<file path="src/rtl/debounce_pkg.sv">
// debounce_pkg: FSM state type and default parameters shared by the debounce scheduler
package debounce_pkg;
  typedef enum logic [1:0] {IDLE = 2'd0, TIMING = 2'd1, COMMIT = 2'd2} state_t;
  localparam int DEF_N_CH = 8;
  localparam int DEF_HOLD_CYCLES = 10;
endpackage

</file>
<file path="src/rtl/debounce_timer.sv">
// debounce_timer: shared hold timer, saturates at HOLD_CYCLES-1 and flags done there
module debounce_timer
  import debounce_pkg::*;
#(
  parameter int HOLD_CYCLES = DEF_HOLD_CYCLES,
  parameter int CNT_W = $clog2(HOLD_CYCLES)
) (
  input  logic clk,
  input  logic reset,
  input  logic clear,
  input  logic tick,
  output logic done
);
  logic [CNT_W-1:0] cnt;
  assign done = cnt == CNT_W'(HOLD_CYCLES - 1);
  always_ff @(posedge clk or negedge reset)
    if (!reset) cnt <= '0;
    else cnt <= clear ? '0 : (tick && !done) ? cnt + CNT_W'(1) : cnt;
endmodule

</file>
<file path="src/rtl/debounce_scheduler.sv">
// debounce_scheduler: multi-channel switch debouncer sharing one round-robin hold timer
module debounce_scheduler
  import debounce_pkg::*;
#(
  parameter int N_CH = DEF_N_CH,
  parameter int HOLD_CYCLES = DEF_HOLD_CYCLES,
  parameter int IDX_W = $clog2(N_CH),
  parameter int CNT_W = $clog2(HOLD_CYCLES)
) (
  input  logic             clk,
  input  logic             reset,
  input  logic [N_CH-1:0]  q,
  input  logic             enable,
  output logic [N_CH-1:0]  Q,
  output logic [N_CH-1:0]  rise,
  output logic [N_CH-1:0]  fall,
  output logic             busy,
  output logic [IDX_W-1:0] active_ch,
  output logic             abort
);
  state_t state, state_n;
  logic [N_CH-1:0] sync_a, sync, pending, oh;
  logic [IDX_W-1:0] rr_ptr, ptr_n, ach_n, nxt;
  logic clear, tick, done, abort_n, commit;
  function automatic logic [IDX_W-1:0] rr_pick(input logic [N_CH-1:0] p, input logic [IDX_W-1:0] ptr);
    logic [IDX_W-1:0] r;
    r = ptr;
    for (int i = N_CH - 1; i >= 0; i--) begin
      int j;
      j = int'(ptr) + i;
      if (j >= N_CH) j = j - N_CH;
      if (p[j]) r = IDX_W'(j);
    end
    return r;
  endfunction
  assign pending = sync ^ Q;
  assign oh = {{(N_CH - 1){1'b0}}, 1'b1} << active_ch;
  assign nxt = (active_ch == IDX_W'(N_CH - 1)) ? '0 : active_ch + IDX_W'(1);
  assign busy = state != IDLE;
  debounce_timer #(.HOLD_CYCLES(HOLD_CYCLES), .CNT_W(CNT_W)) u_timer (
    .clk(clk), .reset(reset), .clear(clear), .tick(tick), .done(done)
  );
  always_comb begin
    state_n = state;
    ach_n = active_ch;
    ptr_n = rr_ptr;
    clear = 1'b0;
    tick = 1'b0;
    abort_n = 1'b0;
    commit = 1'b0;
    case (state)
      IDLE:
        if (enable && |pending) begin
          ach_n = rr_pick(pending, rr_ptr);
          clear = 1'b1;
          state_n = TIMING;
        end
      TIMING:
        if (!pending[active_ch] || !enable) begin
          abort_n = 1'b1;
          ptr_n = nxt;
          state_n = IDLE;
        end else if (done) state_n = COMMIT;
        else tick = 1'b1;
      COMMIT: begin
        commit = 1'b1;
        ptr_n = nxt;
        state_n = IDLE;
      end
      default: state_n = IDLE;
    endcase
  end
  always_ff @(posedge clk or negedge reset)
    if (!reset) begin
      state <= IDLE;
      sync_a <= '0;
      sync <= '0;
      Q <= '0;
      rise <= '0;
      fall <= '0;
      abort <= 1'b0;
      active_ch <= '0;
      rr_ptr <= '0;
    end else begin
      state <= state_n;
      sync_a <= q;
      sync <= sync_a;
      active_ch <= ach_n;
      rr_ptr <= ptr_n;
      abort <= abort_n;
      Q <= commit ? (Q & ~oh) | (sync & oh) : Q;
      rise <= commit ? oh & sync & ~Q : '0;
      fall <= commit ? oh & ~sync & Q : '0;
    end
endmodule

</file>
<file path="config.mk">
export PLATFORM = sky130hd
export DESIGN_NAME = debounce_scheduler
export DESIGN_NICKNAME = d
export VERILOG_FILES = /design/src/rtl/debounce_pkg.sv /design/src/rtl/debounce_timer.sv /design/src/rtl/debounce_scheduler.sv
export SDC_FILE = /design/constraint.sdc
export NUM_CORES = 1
export LEC_CHECK = 0
export CORE_MARGIN = 2
export CORE_UTILIZATION = 65
export CTS_BUF_LIST = sky130_fd_sc_hd__clkbuf_8
export DETAILED_ROUTE_END_ITERATION = 7
export DONT_BUFFER_PORTS = 1
export HOLD_SLACK_MARGIN = 0.03
export PLACE_DENSITY = 0.81
export SLEW_MARGIN = 15
export SYNTH_ARGS = -nofsm -noshare
export SYNTH_HDL_FRONTEND = slang
export SYNTH_SLANG_ARGS = --single-unit
</file>
<file path="constraint.sdc">
create_clock -name clk -period 3.5 [get_ports clk]
set_clock_uncertainty 0.2 [all_clocks]
set_input_delay 0.7 -clock clk [delete_from_list [all_inputs] [get_ports clk]]
set_output_delay 0.7 -clock clk [all_outputs]
set_load 0.005 [all_outputs]
</file>
==> out/metrics.yaml <==
drt_drc_violations_left: 0
crit_arrival_ns: 3.00
multi_input_comb_area_mm2: 0.00164
tightest_slew_ns: 0.782
num_antenna_cells: 0
core_mm2: 0.00444
criticalPathCategory: "reg2reg"
antenna_found_initial: 0
die_w_um: 72.6
clk_latency_ns: 0.31
tns_ns: 0
cp-end-kind: "flip-flop"
status: "finished clean"
p_leak_uw: 0.00143
p_int_uw: 1590
num_vias: 2138
synth_xor_area_share_pct: 5.16
cts.path.max_buffers: 2
reg2reg_depth: 6
grt_pass1_vias: 2042
gp_congestion: 0.938
via_per_inst: 6.68
grt_max_degree: 54
numPortBuffers: 0
hp-class: "in2async"
clock.fmax_ghz: 0.337
syn_area_per_cell_um2: 11.7
layout_commonest_cell: "dfrtp_1"
fin_cells: 320
rows: 24
syn2layout_area_growth_pct: 6.79
wl_per_cell_um: 19.6
crit_required_ns: 3.54
critPathMaxFanout: 14
synth.area.mux_share_pct: 20.9
clkPwrFrac_pct: 15.5
synth_cells: 261
hpwl_mm: 4.41
combPwrFrac_pct: 55.2
synth_compound_area_share_pct: 9.21
synth_warnings: 0
drive_above_1_share_pct: 16.8
worstReg2RegStart: "rr_ptr[1]$_DFFE_PN0P_"
startpoint_type: "flip-flop"
root_buffer: "clkbuf_8"
ioPinCount: 40
synth-seq-cells: 53
setup_viol: 0
dpl_worst_slack_ns: 0.569
clock-sinks: 53
seqPwrFrac_pct: 29.3
htreeDepth: 2
hold_viol_final: 0
synth_adder_area_share_pct: 4.09
synth-simple-area-share_pct: 14.3
firstDrtPassIters: 4
chipHeight_um: 72.6
r2r_slack_ns: 0.53
die-area_mm2: 0.00527
drtAntennaViolNets: 0
syn_area_mm2: 0.00306
drtIter0Drc: 280
powerDensity_mw_per_mm2: 844
cts_tree: "done"
ir_drop_v: 0.000458
grtUsageTotal_pct: 26.0
async_flop_share_pct: 100
gr-total-overflow: 0
yosysSeqAreaShare_pct: 43.4
r2r_end: "active_ch[1]$_DFFE_PN0P_"
cp-startpoint: "rr_ptr[1]$_DFFE_PN0P_"
dp_cells: 311
regArea_mm2: 0.00133
layout_setup_ws_ns: 0.535
ys_types: 51
synth-edff-count: 0
slew_headroom_pct: 47.7
numCtsBuffers: 5
grt_pass1_wl_mm: 10.4
syn_nets: 282
p_sw_uw: 1170
fill_cells: 292
post-route-period-util_pct: 84.7
hold_slack_ns: 0.0244
drv_cap: 0
rsz0062_at_grt: "no"
drt-total-wl_mm: 6.26
clk_pin_slew_ns: 0.10
nets: 288
fin_crit_ns: 2.97
synth-main-ff-cell: "dfrtp_1"
crit_end: "active_ch[1]$_DFFE_PN0P_"
synth_top_family_by_area: "multiplexers"
final_cell_mix: "53 x dfrtp_1, 28 x nor2_1, 17 x nor3b_1, 15 x nand2_1, 13 x mux2_2"
finalMaxSlewViolations: 0
initial_core_util_pct: 68.8
swShare_pct: 42.3
layer usage:
layer  track usage, %  vias up  share of wire (%)
met3             6.35       13                7.4
li1                 -      973                  -
met2             38.9      107                 47
met5                0        -                  0
met1             37.8     1045                 43
met4             8.64        0                2.0
worst max-delay path, stage by stage, from the launching register on:
cell and delay, ns:
dfrtp_1 0.58, ha_1 0.32, xnor2_1 0.53, mux4_2 0.65
a211o_1 0.28, a21o_1 0.18, a41oi_2 0.15
power by group through the flow:
stage / Sequential [uW] / Clock (uW) / Combinational, uW
final: 807 / 428 / 1520
after detailed placement: 815 / 0 / 1470
after global routing: 816 / 463 / 1670
after global placement: 813 / 0 / 1470
after CTS: 804 / 436 / 1500
after floorplan: 746 / 0 / 1240
how the worst min path moves through the flow:
stage,to,start,cells past startpoint,slack [ns]
2_1_floorplan,sync[0]$_DFF_PN0_,sync_a[0]$_DFF_PN0_,0,0.13
3_3_place_gp,sync[4]$_DFF_PN0_,sync_a[4]$_DFF_PN0_,0,0.13
3_5_place_dp,sync[7]$_DFF_PN0_,sync_a[7]$_DFF_PN0_,0,0.14
4_1_cts,asynchronous set/reset pin,reset,1,0.04
5_1_grt,rise[5]$_DFF_PN0_,reset,1,0.03
6_report,rise[6]$_DFF_PN0_,reset,1,0.02
what timing repair did:
item | CTS | global route
endpoints found under the hold margin | 53 | 0
buffers inserted | 0 | 0
gates resized for setup | 0 | 0
setup endpoints to repair | 0 | 0
hold buffers | 1 | 0
cell type report:
class	instances	share of cell area [%]
Sequential cell	53	40.6
Clock inverter	3	1.49
Timing Repair Buffer	7	2.22
Clock buffer	5	2.11
Inverter	11	1.34
Tap cell	52	1.99
Multi-Input combinational cell	189	50.2
synthesized netlist by cell type, types with 2 or more instances:
cell      number  area [um^2]
xnor2_1        6         52.6
a211o_1        3         26.3
buf_2          2         10.0
clkinv_1       2         7.51
ha_1          10          125
nand2b_1       2         12.5
a221oi_1       3         26.3
buf_4          2         15.0
dfrtp_1       53         1330
nor4_1         3         18.8
and2_1         2         12.5
a21oi_1        7         35.0
o22ai_1        2         12.5
nor2_1        28          105
nand2_1       15         56.3
nor2b_1        2         12.5
inv_1          7         26.3
a211oi_1       2         15.0
nor3_1         2         10.0
xor2_1        12          105
o21bai_1       2         15.0
mux2_2        13          146
mux2_1         3         33.8
mux4_2        10          225
nor3b_1       17          128
mux2i_1        8         80.1
nand4_1        2         12.5
a22oi_1        4         30.0
clkbuf_1       3         11.3
mux4_1         5          131
nand3_1        7         35.0
o21ai_0        3         15.0
through the flow:
step / util [%] / cell area, um^2 / total power, uW
2_1_floorplan: - / 3060 / 1980
3_3_place_gp: 70.2 / 3120 / 2280
3_5_place_dp: 70.2 / 3120 / 2290
4_1_cts: 73.5 / 3270 / 2740
5_1_grt: 73.5 / 3270 / 2950
6_report: 73.5 / 3270 / 2760
logic make-up (layout without fill, tap and decap cells):
logic type      Yosys count  count (layout)
xor+xnor                 18              18
flops                    53              53
buf+inv                  19              26
simple gates             84              84
compound gates           37              37
fa+ha+maj                10              10
mux                      40              40
(Power assumes the default switching activity.)
